===== src/rtl/pattern_det_pkg.sv =====
// Shared definitions for the masked pattern detector family: state
// encoding and default parameter values.
package pattern_det_pkg;

    typedef enum logic [1:0] {
        IDLE     = 2'd0,
        ARMED    = 2'd1,
        DETECTED = 2'd2
    } det_state_e;

    localparam int DEF_WIDTH = 8;
    localparam int DEF_HOLD  = 3;
    localparam int DEF_CNT_W = 8;

endpackage


===== src/rtl/masked_compare.sv =====
// Purely combinational masked equality compare. A mask bit of 1 means the
// corresponding data bit must equal the pattern bit; 0 means don't care.
module masked_compare
    import pattern_det_pkg::*;
#(
    parameter int WIDTH = DEF_WIDTH
) (
    input  logic [WIDTH-1:0] data,
    input  logic [WIDTH-1:0] pattern,
    input  logic [WIDTH-1:0] mask,
    output logic             match
);

    // Any compared bit that differs from the pattern breaks the match.
    always_comb begin
        match = ~|((data ^ pattern) & mask);
    end

endmodule


===== src/rtl/masked_pattern_detector.sv =====
// Streaming masked pattern detector: asserts x once HOLD consecutive
// accepted samples match the loaded pattern, and counts detection events
// in a saturating counter.
module masked_pattern_detector
    import pattern_det_pkg::*;
#(
    parameter int WIDTH = DEF_WIDTH,
    parameter int HOLD  = DEF_HOLD,
    parameter int CNT_W = DEF_CNT_W
) (
    input  logic             clk,
    input  logic             rst_n,
    input  logic             load,
    input  logic [WIDTH-1:0] pat_in,
    input  logic [WIDTH-1:0] mask_in,
    input  logic             clear,
    input  logic             in_valid,
    input  logic [WIDTH-1:0] in_data,
    output logic             in_ready,
    output logic             x_valid,
    output logic             x,
    output logic [CNT_W-1:0] hit_count
);

    // run_cnt only ever needs to reach HOLD, so size it for exactly that.
    localparam int               RUN_W    = $clog2(HOLD + 1);
    localparam logic [RUN_W-1:0] HOLD_R   = RUN_W'(HOLD);
    localparam logic [CNT_W-1:0] CNT_MAX  = {CNT_W{1'b1}};

    det_state_e       state_q,     state_d;
    logic [WIDTH-1:0] pattern_q,   pattern_d;
    logic [WIDTH-1:0] mask_q,      mask_d;
    logic [RUN_W-1:0] run_cnt_q,   run_cnt_d;
    logic             x_q,         x_d;
    logic             x_valid_q,   x_valid_d;
    logic [CNT_W-1:0] hit_count_q, hit_count_d;

    logic             match;
    logic             accept;
    logic [RUN_W-1:0] run_inc;

    masked_compare #(
        .WIDTH (WIDTH)
    ) u_compare (
        .data    (in_data),
        .pattern (pattern_q),
        .mask    (mask_q),
        .match   (match)
    );

    // Handshake: samples are refused until a pattern is loaded and during a load.
    always_comb begin
        in_ready = (state_q != IDLE) && !load;
        accept   = in_valid && in_ready;
        run_inc  = run_cnt_q + RUN_W'(1);
    end

    // Next-state logic for the FSM, run counter, result flag and hit counter.
    always_comb begin
        state_d     = state_q;
        pattern_d   = pattern_q;
        mask_d      = mask_q;
        run_cnt_d   = run_cnt_q;
        x_d         = x_q;
        x_valid_d   = 1'b0;
        hit_count_d = hit_count_q;

        if (load) begin
            pattern_d = pat_in;
            mask_d    = mask_in;
            run_cnt_d = '0;
            x_d       = 1'b0;
            state_d   = ARMED;
        end else if (accept) begin
            x_valid_d = 1'b1;
            case (state_q)
                ARMED: begin
                    if (match) begin
                        run_cnt_d = run_inc;
                        if (run_inc == HOLD_R) begin
                            state_d = DETECTED;
                            x_d     = 1'b1;
                            if (hit_count_q != CNT_MAX) begin
                                hit_count_d = hit_count_q + CNT_W'(1);
                            end
                        end else begin
                            x_d = 1'b0;
                        end
                    end else begin
                        run_cnt_d = '0;
                        x_d       = 1'b0;
                    end
                end
                DETECTED: begin
                    if (match) begin
                        x_d = 1'b1;
                    end else begin
                        run_cnt_d = '0;
                        x_d       = 1'b0;
                        state_d   = ARMED;
                    end
                end
                default: begin
                end
            endcase
        end

        // A clear overrides any detection landing in the same cycle.
        if (clear) begin
            hit_count_d = '0;
        end
    end

    // State registers with asynchronous active-low reset.
    always_ff @(posedge clk or negedge rst_n) begin
        if (!rst_n) begin
            state_q     <= IDLE;
            pattern_q   <= '0;
            mask_q      <= '0;
            run_cnt_q   <= '0;
            x_q         <= 1'b0;
            x_valid_q   <= 1'b0;
            hit_count_q <= '0;
        end else begin
            state_q     <= state_d;
            pattern_q   <= pattern_d;
            mask_q      <= mask_d;
            run_cnt_q   <= run_cnt_d;
            x_q         <= x_d;
            x_valid_q   <= x_valid_d;
            hit_count_q <= hit_count_d;
        end
    end

    // Registered outputs.
    always_comb begin
        x         = x_q;
        x_valid   = x_valid_q;
        hit_count = hit_count_q;
    end

endmodule


===== config.mk =====
export PLATFORM = sky130hd
export DESIGN_NAME = masked_pattern_detector
export DESIGN_NICKNAME = d
export VERILOG_FILES = /design/src/rtl/pattern_det_pkg.sv /design/src/rtl/masked_compare.sv /design/src/rtl/masked_pattern_detector.sv
export SDC_FILE = /design/constraint.sdc
export NUM_CORES = 1
export LEC_CHECK = 0
export CAP_MARGIN = 0
export CORE_UTILIZATION = 25
export CTS_CLUSTER_DIAMETER = 80
export DETAILED_ROUTE_END_ITERATION = 10
export PLACE_DENSITY = 0.47
export SYNTH_ARGS = -nofsm -noshare
export SYNTH_HDL_FRONTEND = slang
export SYNTH_SLANG_ARGS = --single-unit

===== constraint.sdc =====
create_clock -name clk -period 2.2 [get_ports clk]
set_input_delay 0.44 -clock clk [delete_from_list [all_inputs] [get_ports clk]]
set_output_delay 0.44 -clock clk [all_outputs]
set_load 0.05 [all_outputs]

==> run summary, run 1 <==
The flow ran to the end, and the final reports show no timing, DRC or antenna violations. The achievable frequency is 0.476 GHz, and the boundary pin count is 40. The run gives 5 as the number of buffers added by the clock tree synthesis step.

For this run, asynchronously set or reset flops after synthesis account for 100%. The count of instances resized after the clock tree is built came out at 0. The tools report the number of synthesis warnings as 0. The flip-flop and latch count after synthesis was 30. Primary flip-flop cell chosen by synthesis mapping: sky130_fd_sc_hd__dfrtp_1. The cell area that synthesis handed to floorplanning was 1530 sq um. Maximum fanout along the worst path: 4. The worst setup slack before clock tree synthesis came out at -0.120 ns. The worst setup path is of the reg -> reg kind. Traced cell by cell, the critical path runs through ha_1 -> and3_1 -> a2111oi_4 -> inv_1 -> nor3_1 -> mux2_2. Dividing the synthesized area by the synthesized cell count gives 11.3 sq um. Global routing consumed, over all layers together, 11.5% of the routing resources.

Of the available clock period, the critical path in the final layout requires 95.6%. In the final routed layout, each cell accounts on average for 12.4 um. Across all setup checks in the final design, the least slack found is 0.0976 ns. The floorplan step defined a die boundary enclosing 6450 sq um. For this run, design rule violations remaining after detail routing come to 0. The TritonCTS sink count is 30, and the core region area is 5920 sq um. In the final layout, the share of cells above drive strength 1 is 23.5%. Power spread over the standard cell area amounts to 569 nW/um^2. The count of buffering cells on the critical path with inverters included works out to 1. TritonCTS built the clock tree. In this run the remaining antenna-violating nets after routing total 0.

The setup-violating endpoint count in the final report was 0; the number of global-route vias before repair was 1,213. 0 antenna diodes ended up in the layout. STA puts the critical path data arrival time at 2.26 ns.

The number of placed instances, taps included, is 254. For the source-to-sink clock delay at the later pin of the worst-skew pair, the log shows 0.27 ns. The number of enable flip-flop cells after synthesis works out to 0. Largest delay contributor family on the critical path: simple AND/OR/NAND/NOR gates.

The global-route congestion overflow total is 0, and the final cell count without fillers is 262. The number of detailed-route iterations in the first pass came out at 4. On the final layout, the worst hold slack is 0.508 ns. From synthesis to final layout, the design area changed by 41.7%.

At the pin with the least slew margin, the transition time is 0.497 ns. The data required time at the worst endpoint is 2.36 ns. After detailed routing, the total wire length is 3250 um.

The number of nets in the synthesized netlist is 167. The number of setup buffers added after CTS is 0. The first routing iteration left 71 violations. STA classifies the critical path startpoint as a register. For the starting density of the core, the log shows 25.9%.

Leakage power: 0.878 nW. Initial antenna violation count: 0. The die is 80.3 um tall.

The wire length of the first global-routing pass is 5530 um, and the clock slew at the register clock pins of the worst setup and hold paths is 0.06 ns. Setup total negative slack on the finished layout was measured at 0 ns. In the routed layout, each cell is associated on average with a via count of 4.54. Detailed placement finished with a half-perimeter wire length of 2410 um.

The hold violation total from the final report came out at 0. For the final instance area, the log shows 2170 sq um. In the synthesized netlist, the number of instances is 136. The routed design could run at a clock period as short as 2.10 ns. The max-slew violation count is 0. The share of the Yosys chip area taken by registers is 48.9%. For this run, the slowest stage of the critical path takes 0.42 ns. Max-cap violations in this run came to 0. The horizontal extent of the die is 80.3 um.

Headroom to the max-slew limit came out at 66.8%. The cell sitting at the root of the clock tree is a sky130_fd_sc_hd__clkbuf_8. The path class of the tightest hold or removal check is reg -> reg. The number of buffers inserted by port buffering was 39; the number of distinct library cell variants in the gate-level netlist after synthesis was 32. The number of levels in the clock H-tree came out at 2.

Across the VDD grid, the largest voltage drop is 252 uV. The total via count in the routed design is 1,190. The worst setup path is captured at a register. Entering global routing, the biggest net connects 31 pins. The number of hold buffers added after CTS was 0. The slowest stage of the critical path belongs to the cell sky130_fd_sc_hd__a2111oi_4.

After the last flow step, the layout net total stands at 217. For the site row count, the log shows 28. Setup repair after global routing left no endpoint under its margin. The run gives 0.796 as the placer congestion estimate. The run gives 2080 sq um as the cell area reported after detailed placement. The run gives 2 as the number of buffers on the longest clock path. The clock skew after layout is 0.00711 ns.
==> worst reg2reg max path, delay by kind of cell (launching register included) <==
| family | cells | cell delay [ns] |
|---|---|---|
| AOI/OAI and AO/OA | 1 | 0.42 |
| adders and majority gates | 1 | 0.24 |
| buffers and inverters | 1 | 0.14 |
| DFF | 1 | 0.40 |
| muxes | 1 | 0.35 |
| and+or+nand+nor | 2 | 0.43 |
==> Yosys cell counts, drive strengths merged (3+ instances only) <==
cell / n / area, sq um
dfrtp: 30 / 751
mux2: 21 / 236
nor2: 10 / 37.5
a21oi: 8 / 40.0
xor2: 8 / 70.1
nor2b: 7 / 43.8
clkbuf: 5 / 18.8
nand2: 5 / 18.8
a22oi: 4 / 30.0
inv: 3 / 11.3
nand2b: 3 / 18.8
nand4: 3 / 18.8
nor3: 3 / 15.0
o21ai: 3 / 15.0
==> cell families after synthesis <==
family | after synthesis | synth area share, %
buffers and inverters | 9 | 2.28
AND/OR/NAND/NOR | 44 | 16.6
multiplexers | 23 | 16.7
flip-flops | 30 | 48.9
adder cells (fa/ha/maj) | 2 | 1.63
AO/OA/AOI/OAI | 20 | 9.30
XOR/XNOR | 8 | 4.57
==> report_power, final <==
group,internal [mW],total [mW],switching [mW]
combinational,0.111,0.188,0.0772
sequential,0.583,0.601,0.0177
clock,0.252,0.446,0.195
==> layout by cell type, fill, tap and decap left out, types with 2 or more instances in the layout <==
master,instances
sky130_fd_sc_hd__a22oi_1,4
sky130_fd_sc_hd__dfrtp_2,2
sky130_fd_sc_hd__clkdlybuf4s50_1,38
sky130_fd_sc_hd__or3_1,2
sky130_fd_sc_hd__nand2_1,5
sky130_fd_sc_hd__a21oi_1,8
sky130_fd_sc_hd__nand3_1,2
sky130_fd_sc_hd__clkbuf_8,6
sky130_fd_sc_hd__mux2_2,21
sky130_fd_sc_hd__ha_1,2
sky130_fd_sc_hd__nor2b_1,7
sky130_fd_sc_hd__nor2_1,10
sky130_fd_sc_hd__xor2_1,8
sky130_fd_sc_hd__o21ai_0,3
sky130_fd_sc_hd__inv_1,3
sky130_fd_sc_hd__dfrtp_1,28
sky130_fd_sc_hd__buf_4,10
sky130_fd_sc_hd__and3_1,2
sky130_fd_sc_hd__nand2b_1,3
sky130_fd_sc_hd__nand4_1,3
sky130_fd_sc_hd__nor3_1,3
sky130_fd_sc_hd__mux2i_1,2
==> state kept, by name, indices dropped and copies added, names as in the netlist <==
signal	count
x_valid	1
x	1
run_cnt_q	2
mask_q	8
pattern_q	8
state_q	2
hit_count	8
==> worst paths after layout <==
| kind | endpoint | slack, ns | depth (start not counted) | startpoint |
|---|---|---|---|---|
| max reg2reg | hit_count[3] | 0.1 | 6 | hit_count[0] |
| min reg2reg | mask_q[7] | 0.51 | 1 | mask_q[7] |
| max | hit_count[3] | 0.1 | 6 | hit_count[0] |
| min in group asynchronous | x_valid | 0.56 | 2 | rst_n |
| min | mask_q[7] | 0.51 | 1 | mask_q[7] |
| max in group asynchronous | hit_count[0] | 1.34 | 2 | rst_n |
==> per-stage QoR <==
step / util (%) / power (mW)
floorplan: - / 0.698
global placement: 35.2 / 0.797
detailed placement: 35.2 / 0.803
CTS: 36.7 / 1.27
global route: 36.7 / 1.32
finish: 36.7 / 1.24
==> layer usage <==
metal | vias to the layer above | wire length [um] | GRT usage (%)
met1 | 575 | 1400 | 13.1
met2 | 33 | 1620 | 19.0
met4 | 0 | 21 | 4.64
met3 | 4 | 213 | 4.66
met5 | - | 0 | 0
li1 | 578 | - | -
==> area by class of cell <==
| class | count | area, sq um |
|---|---|---|
| Clock buffer | 7 | 86.3 |
| Clock inverter | 1 | 5.00 |
| Fill cell | 582 | 3750 |
| Inverter | 3 | 11.3 |
| Multi-Input combinational cell | 97 | 748 |
| Sequential cell | 30 | 753 |
| Tap cell | 75 | 93.8 |
| Timing Repair Buffer | 49 | 475 |
No activity file was read; power rests on OpenSTA's default activity.
==> run 2: changes to the inputs <==
Settings changed: ABC_AREA set to 1, PLACE_DENSITY 0.47 to 0.46.
==> run 2 against run 1 <==
  * Via count up 24%
  * Synthesized cell count up 63%
  * Count of clock-buffer cells in the layout down 1
  * Maximum frequency up 5.4%
  * Largest cell class is now multi-input gates
  * Highest routed layer unchanged
==> run summary, run 2 <==
The number of violations of the max-capacitance limit is 0 (unchanged). The maximum fanout along the worst path was 6 (+2). For the share of the core filled with cells, the log shows 35.9% (-0.79 points).

The library cells used most frequently in the layout, excluding fill and tap cells, are 86 x sky130_fd_sc_hd__nand2_1, 38 x sky130_fd_sc_hd__clkdlybuf4s50_1, 30 x sky130_fd_sc_hd__dfrtp_1. The largest delay contributor family on the critical path was buffers and inverters. The run gives 0.501 GHz (+5.4%) as the achievable frequency.

The cell internal power dissipation was 1.22 mW (+29%). Among all cell types in the netlist, the one instantiated most often is sky130_fd_sc_hd__nand2_1. The run gives 0 (unchanged) as the hold violation total from the final report. The share of the cycle needed by the critical path after routing is 90.7% (-4.9 points), and the worst-margin pin slew is 0.501 ns (+0.00356 ns). The run gives 0 (unchanged) as the count of hold buffers inserted by post-cts repair.

The number of antenna-violating nets in the routed design was 0 (unchanged); the number of cells after detailed placement was 335 (+32%). The cell sitting at the root of the clock tree is a sky130_fd_sc_hd__clkbuf_8. The TritonCTS sink count is 30 (unchanged). The count of buffering cells on the critical path with inverters included was 1 (unchanged).

The tools report the detailed route wirelength on metal3 as 133 um (-38%). The tools report the setup slack on the worst flop-to-flop path as 0.60 ns (+0.50 ns). Setup repair after global routing left no endpoint under its margin.

TritonCTS built the clock tree. The number of buffers on the longest clock path is 2 (unchanged). The tools report the post-synthesis sequential area ratio as 45.8% (-3.2 points).

The tools report the count of instances resized after the clock tree is built as 0 (unchanged). Largest family of logic cells by synthesized area: simple AND/OR/NAND/NOR gates. The maximum vdd ir drop is 359 uV (+42%), and the max-slew headroom at the worst pin is 66.5% (-0.24 points). The logs give 22 (-31%) for the number of distinct library cell variants in the gate-level netlist after synthesis and 1,489 (+23%) for the number of global-route vias before repair. The run gives 2 (unchanged) as the number of levels in the clock H-tree. The maximum number of pins on one net before global-route repair is 31 (unchanged). For the wire length on met2, the log shows 1650 um (+1.9%). The share of total power consumed by net switching came out at 27.2% (+3.8 points). The kind of start point of the critical path was a register. The routed length on met1 is 1840 um (+31%).

Clock power share: 42.3% (+6.2 points). The flip-flop and latch count after synthesis came out at 30 (unchanged). The clock skew after layout came out at 0.00253 ns (-0.00458 ns). The async set-reset flop share out of synthesis is 100% (unchanged).

The tools report the instance count of the mapped netlist as 221 (+63%). The tools report the leakage power as 1.17 nW (+33%). For this run, the leading register cell type out of synthesis is sky130_fd_sc_hd__dfrtp_1.

The initial antenna violation count came out at 0 (unchanged). For the sequential cell fraction of total power, the log shows 37.3% (-11 points). The proportion of netlist area held by the largest area contributor was 45.8% (-3.2 points).

The critical path goes through clkdlybuf4s50_1. The run gives 57 (-20%) as the first-iteration detailed-routing DRC count. The share of power burned in combinational logic was 20.4% (+5.2 points); the starting density of the core was 25.8% (-0.076 points). The number of buffers added by the clock tree synthesis step is 5 (unchanged), and the peak per-stage delay on the critical path is 0.84 ns (+0.42 ns). The antenna diode count is 0 (unchanged).

The most area-hungry cell type in the Yosys netlist was sky130_fd_sc_hd__dfrtp_1. The minimum period implied by the final worst setup slack was 2.00 ns (-0.107 ns); the core region area was 6350 sq um (+7.2%). The fraction of the mapped netlist area in simple logic gates was 37.8% (+21 points). The logs give 1.67 mW (+36%) for the post-route total power and 11.9% (+0.47 points) for the global-route total usage across every layer. Area occupied by multi-input gates: 759 sq um (+1.5%). The worst hold path belongs to the class reg -> reg. The post-synthesis compound-gate area fraction is 5.42% (-3.9 points), and the source-to-sink clock delay at the later pin of the worst-skew pair is 0.28 ns (about the same). The detailed router used layers up to and including met4. The synthesized netlist net count was 252 (+51%). The horizontal extent of the die was 83 um (+3.3%); the total via count in the routed design was 1,480 (+24%). The y dimension of the die is 83 um (+3.3%), and the share of final-layout standard cells stronger than drive strength 1 is 9.40% (-14 points). The post-synthesis share of cell area spent on full adders, half adders and majority gates was 1.53% (-0.11 points); the placer congestion estimate was 0.773 (-2.9%).

The number of enable flip-flop cells after synthesis is 0 (unchanged). The clock slew at the register clock pins of the worst setup and hold paths came out at 0.07 ns (about the same). Setup-violating endpoint count in the final report: 0 (unchanged). The run gives 2690 um (+12%) as the detailed placer's ending HPWL. STA classifies the critical path endpoint as an output pin. Total negative slack: 0 ns (unchanged). The wire length per cell after detailed routing is 10.7 um (-14%). By area the synthesized netlist is led by sky130_fd_sc_hd__dfrtp_1 46%, sky130_fd_sc_hd__nand2_1 20%, sky130_fd_sc_hd__nand3_1 7.0%, sky130_fd_sc_hd__inv_1 6.6%, sky130_fd_sc_hd__o21ai_0 3.4%. Number of nets at the end of the flow: 296 (+36%). The fraction of synthesized area in multiplexers works out to 0% (-17 points). The largest individual stage delay along the critical path comes from the cell sky130_fd_sc_hd__clkdlybuf4s50_1.

The global-route congestion overflow total was 0 (unchanged); the area growth from synthesis to layout was 39.1%. The tools report the site row count as 29 (+3.6%). The tools report the number of detailed-route iterations in the first pass as 4 (unchanged).

The mean cell area of the mapped netlist was 7.42 sq um (-34%); the overall die area was 6890 sq um (+6.8%). The max-slew violation count was 0 (unchanged). The type of the worst setup path was reg -> out. Area of all sequential standard cells: 751 sq um (-0.33%). The boundary pin count was 40 (unchanged); the final cell count without fillers was 343 (+31%).

The number of synthesis warnings was 0 (unchanged); the final wirelength was 3680 um (+13%). The run gives 1640 sq um (+6.9%) as the synthesized area. The run gives 1.56 ns (-0.70 ns) as the data arrival time at the worst-slack endpoint. The data required time at the worst endpoint was 1.76 ns (-0.60 ns). By count the netlist is led by 86 x sky130_fd_sc_hd__nand2_1, 30 x sky130_fd_sc_hd__dfrtp_1, 29 x sky130_fd_sc_hd__inv_1.

The tools report the power dissipated by switching net loads as 0.455 mW (+57%). The run gives 0 (unchanged) as the number of remaining DRC errors. The flow ran to the end, and the final reports show no timing, DRC or antenna violations.

The share of the synthesized netlist area taken by xor and xnor gates came out at 1.60% (-3.0 points). The number of buffers inserted by port buffering was 39 (unchanged). The power density over cell area was 734 nW/um^2 (+29%); the number of filler instances in the final layout was 663 (+14%). The library cell used most frequently in the layout, excluding fill and tap cells, is sky130_fd_sc_hd__nand2_1. The wire length of the first global-routing pass was 6630 um (+20%); the per-cell via count in the routed design was 4.31 (-5.0%).

The post-CTS repair timing setup buffer count came out at 0 (unchanged).
==> run 2: metrics by stage <==
| stage | hold slack [ns] | cell area, sq um | setup slack, ns |
|---|---|---|---|
| detailed placement | 0.464 | 2140 | 0.230 |
| CTS | 0.481 | 2280 | 0.187 |
| finish | 0.474 | 2280 | 0.205 |
| global route | 0.495 | 2280 | 0.152 |
| global placement | 0.457 | 2140 | 0.237 |
| floorplan | 0.144 | 1640 | 0.393 |
==> run 2: kinds of logic (layout without fill, tap and decap cells) <==
logic type | after synthesis | after routing
XOR/XNOR | 3 | 3
adder cells (fa/ha/maj) | 2 | 2
buffers and inverters | 34 | 79
flip-flops | 30 | 30
AND/OR/NAND/NOR | 136 | 136
AO/OA/AOI/OAI | 16 | 16
==> run 2: power by group through the flow <==
stage / registers, mW / logic [mW] / clock network, mW
4_1_cts: 0.625 / 0.347 / 0.724
3_5_place_dp: 0.635 / 0.345 / 0
5_1_grt: 0.631 / 0.384 / 0.744
3_3_place_gp: 0.635 / 0.344 / 0
2_1_floorplan: 0.646 / 0.191 / 0
6_report: 0.625 / 0.341 / 0.709
==> run 2: area by class of cell <==
type | count | share of cell area (%)
clock buffers | 6 | 3.62
clock inverters | 2 | 2.63
inverters | 29 | 4.77
multi-input cells | 157 | 33.3
flip-flops and latches | 30 | 32.9
well taps | 77 | 4.22
repair buffers | 42 | 18.5
==> run 2: metal layers <==
| layer | global-route usage (%) | up-vias |
|---|---|---|
| met3 | 2.68 | 5 |
| met2 | 18.6 | 29 |
| met5 | 0 | - |
| li1 | - | 779 |
| met4 | 4.70 | 0 |
| met1 | 16.1 | 667 |
==> run 2: worst paths after layout <==
kind,from,end,depth (start not counted)
worst min register to register,mask_q[5],mask_q[5],2
min in group asynchronous,rst_n,hit_count[3],2
worst min-delay path,mask_q[5],mask_q[5],2
worst max register to register,hit_count[0],hit_count[7],10
max in group asynchronous,rst_n,pattern_q[6],2
worst max-delay path,hit_count[3],hit_count[3],1
==> run 3: changes to the inputs <==
Settings changed: CORE_UTILIZATION 25 to 49, PLACE_DENSITY 0.46 to 0.79.
==> run 3 against run 2 <==
  * Register-to-register slack is essentially flat
  * Die area fell by 48%
  * Total power decreased by 22%
  * Largest cell class unchanged
  * Largest power group is now registers
  * Routed wire length down 12%
==> run summary, run 3 (same netlist as run 2, synthesis figures left out) <==
The flow ran to the end, and the final reports show no timing, DRC or antenna violations. The y dimension of the die came out at 59.9 um (-28%). The worst-margin pin slew was 0.502 ns (+0.000957 ns); the first-iteration detailed-routing DRC count was 62 (+8.8%). The maximum fanout along the worst path is 6 (unchanged). The wire length per cell after detailed routing is 10.4 um (-2.9%), and the max-slew violation count is 0 (unchanged).

The tools report the endpoint of the worst hold-timing path as mask_q[4]. The setup-violating endpoint count in the final report is 0 (unchanged). The peak per-stage delay on the critical path works out to 0.84 ns (about the same). The tools report the number of violations of the max-capacitance limit as 0 (unchanged). The number of buffers added by the clock tree synthesis step is 5 (unchanged), and the clock slew at the register clock pins of the worst setup and hold paths is 0.10 ns (+0.03 ns).

The number of buffers inserted by port buffering was 39 (unchanged); the number of cells on the worst hold path was 2 (unchanged). The achievable frequency is 0.481 GHz (-4.0%). For the worst setup slack before clock tree synthesis, the log shows 0.259 ns (+0.0297 ns). The count of buffering cells on the critical path with inverters included was 1 (unchanged); the area occupied by multi-input gates was 759 sq um (unchanged). The number of antenna-violating nets in the routed design was 0 (unchanged). Data arrival time at the worst-slack endpoint: 1.64 ns (+0.08 ns).

The share of final-layout standard cells stronger than drive strength 1 was 9.02% (-0.38 points); the global-route total usage across every layer was 20.9% (+8.9 points). The run gives 0 (unchanged) as the antenna diode count. The logs give 30 (unchanged) for the TritonCTS sink count and 296 (unchanged) for the number of nets at the end of the flow. The tools report the number of global-route vias before repair as 1,282 (-14%).

The critical path goes through clkdlybuf4s50_1. The total negative slack is 0 ns (unchanged). The hold violation total from the final report was 0 (unchanged). The worst setup path is captured at an output pin. Data required time at the worst endpoint: 1.76 ns (about the same). In this run the clock root is driven by a sky130_fd_sc_hd__clkbuf_4. The area growth from synthesis to layout came out at 31.5%. Leakage power: 1.13 nW (-3.1%). The largest individual stage delay along the critical path comes from the cell sky130_fd_sc_hd__clkdlybuf4s50_1. Largest delay contributor family on the critical path: buffers and inverters.

The critical register-to-register path startpoint is hit_count[0]. The minimum period implied by the final worst setup slack works out to 2.08 ns (+0.0840 ns). The run gives 0.33 ns (+0.05 ns) as the source-to-sink clock delay at the later pin of the worst-skew pair. The number of detailed-route iterations in the first pass is 6 (+2). The share of the cycle needed by the critical path after routing works out to 94.5% (+3.8 points).

The top cell types in the final layout, fill and taps aside, are 86 x sky130_fd_sc_hd__nand2_1, 38 x sky130_fd_sc_hd__clkdlybuf4s50_1, 30 x sky130_fd_sc_hd__dfrtp_1. The power density over cell area came out at 602 nW/um^2 (-18%). The final wirelength was 3230 um (-12%). The tools report the number of filler instances in the final layout as 285 (-57%). Maximum vdd ir drop: 321 uV (-11%). The run gives 0.0127 ns (+0.0101 ns) as the clock skew after layout. The most frequent standard cell in the layout excluding fill and tap cells is sky130_fd_sc_hd__nand2_1. The number of levels in the clock H-tree was 2 (unchanged). The overall die area is 3580 sq um (-48%).

The tools report the post-CTS repair timing setup buffer count as 0 (unchanged). Setup repair after global routing left no endpoint under its margin. The worst register-to-register path ends at hit_count[0]. The placer congestion estimate came out at 0.845 (+9.3%).

The kind of start point of the critical path is a register. The tools report the wire length of the first global-routing pass as 5380 um (-19%). For the count of hold buffers inserted by post-cts repair, the log shows 0 (unchanged). The number of remaining DRC errors is 0 (unchanged), and the per-cell via count in the routed design is 4.75 (+10%).

The maximum number of pins on one net before global-route repair came out at 31 (unchanged). The worst hold path begins at mask_q[4]. Count of instances resized after the clock tree is built: 0 (unchanged).

The horizontal extent of the die was 59.9 um (-28%); the max-slew headroom at the worst pin was 66.5% (about the same). TritonCTS built the clock tree. The boundary pin count was 40 (unchanged); the starting density of the core was 52.9% (+27 points). For the site row count, the log shows 20 (-31%). The critical path is of the reg -> out type. The detailed placer's ending HPWL was 2400 um (-11%); the number of buffers on the longest clock path was 2 (unchanged).

The tools report the smallest setup slack after layout as 0.121 ns (-0.0840 ns). The total via count in the routed design came out at 1,472 (-0.54%). The global-route congestion overflow total was 0 (unchanged). The worst reg-to-reg path cell count works out to 10 (unchanged). For the initial antenna violation count, the log shows 0 (unchanged). For the share of the core filled with cells, the log shows 69.5% (+34 points). The tools report the core region area as 3100 sq um (-51%). The area of all sequential standard cells is 751 sq um (unchanged), and the setup slack on the worst flop-to-flop path is 0.60 ns (about the same). The kind of path behind the tightest hold check is reg -> reg.
==> run 3: cell types whose count changed in the layout (fill, tap and decap cells not counted), sizes merged <==
cell,change
bufinv,-2
clkbuf,+1
clkinv,+1
==> run 3: worst max path at each step <==
stage | to | from | cells after the start
2_1_floorplan | hit_count[0] | hit_count[0] | 10
3_3_place_gp | hit_count[3] | in_data[3] | 10
3_5_place_dp | hit_count[6] | in_data[6] | 11
4_1_cts | hit_count[3] | hit_count[3] | 1
5_1_grt | hit_count[3] | hit_count[3] | 1
6_report | hit_count[3] | hit_count[3] | 1
==> run 3: worst register-to-register path, stage by stage (launching register included) <==
cell	delay, ns
sky130_fd_sc_hd__dfrtp_1	0.43
sky130_fd_sc_hd__ha_1	0.21
sky130_fd_sc_hd__nand2_1	0.06
sky130_fd_sc_hd__inv_1	0.09
sky130_fd_sc_hd__nand4_1	0.12
sky130_fd_sc_hd__nor2_1	0.14
sky130_fd_sc_hd__a21oi_2	0.10
sky130_fd_sc_hd__nand2_4	0.14
sky130_fd_sc_hd__nand2_4	0.08
sky130_fd_sc_hd__nand2_1	0.08
sky130_fd_sc_hd__nand2_1	0.04
==> run 3: where the power goes <==
part,switching [mW],internal (mW)
registers,0.0308,0.594
logic,0.194,0.142
clock network,0.184,0.155
==> run 3: area by class of cell <==
class                           instances  share of cell area (%)
Multi-Input combinational cell        157                    35.2
Timing Repair Buffer                   42                    19.6
Tap cell                               44                    2.55
Clock buffer                            7                    2.55
Clock inverter                          1                   0.232
Inverter                               29                    5.05
Sequential cell                        30                    34.8
==> run 3: metal layers <==
metal,global-route usage [%],vias up,share of wire [%]
li1,-,781,-
met1,25.3,655,47
met2,34.1,31,47
met3,7.79,5,4.4
met4,6.98,0,1.4
met5,0,-,0
==> run 3: metrics by stage <==
stage / hold WS, ns / cell area, sq um / cells / total power, mW
final: 0.481 / 2160 / 310 / 1.30
after detailed placement: 0.462 / 2100 / 302 / 0.973
after CTS: 0.484 / 2160 / 310 / 1.31
after floorplan: 0.144 / 1640 / 221 / 0.838
after global routing: 0.507 / 2160 / 310 / 1.38
after global placement: 0.455 / 2100 / 302 / 0.968
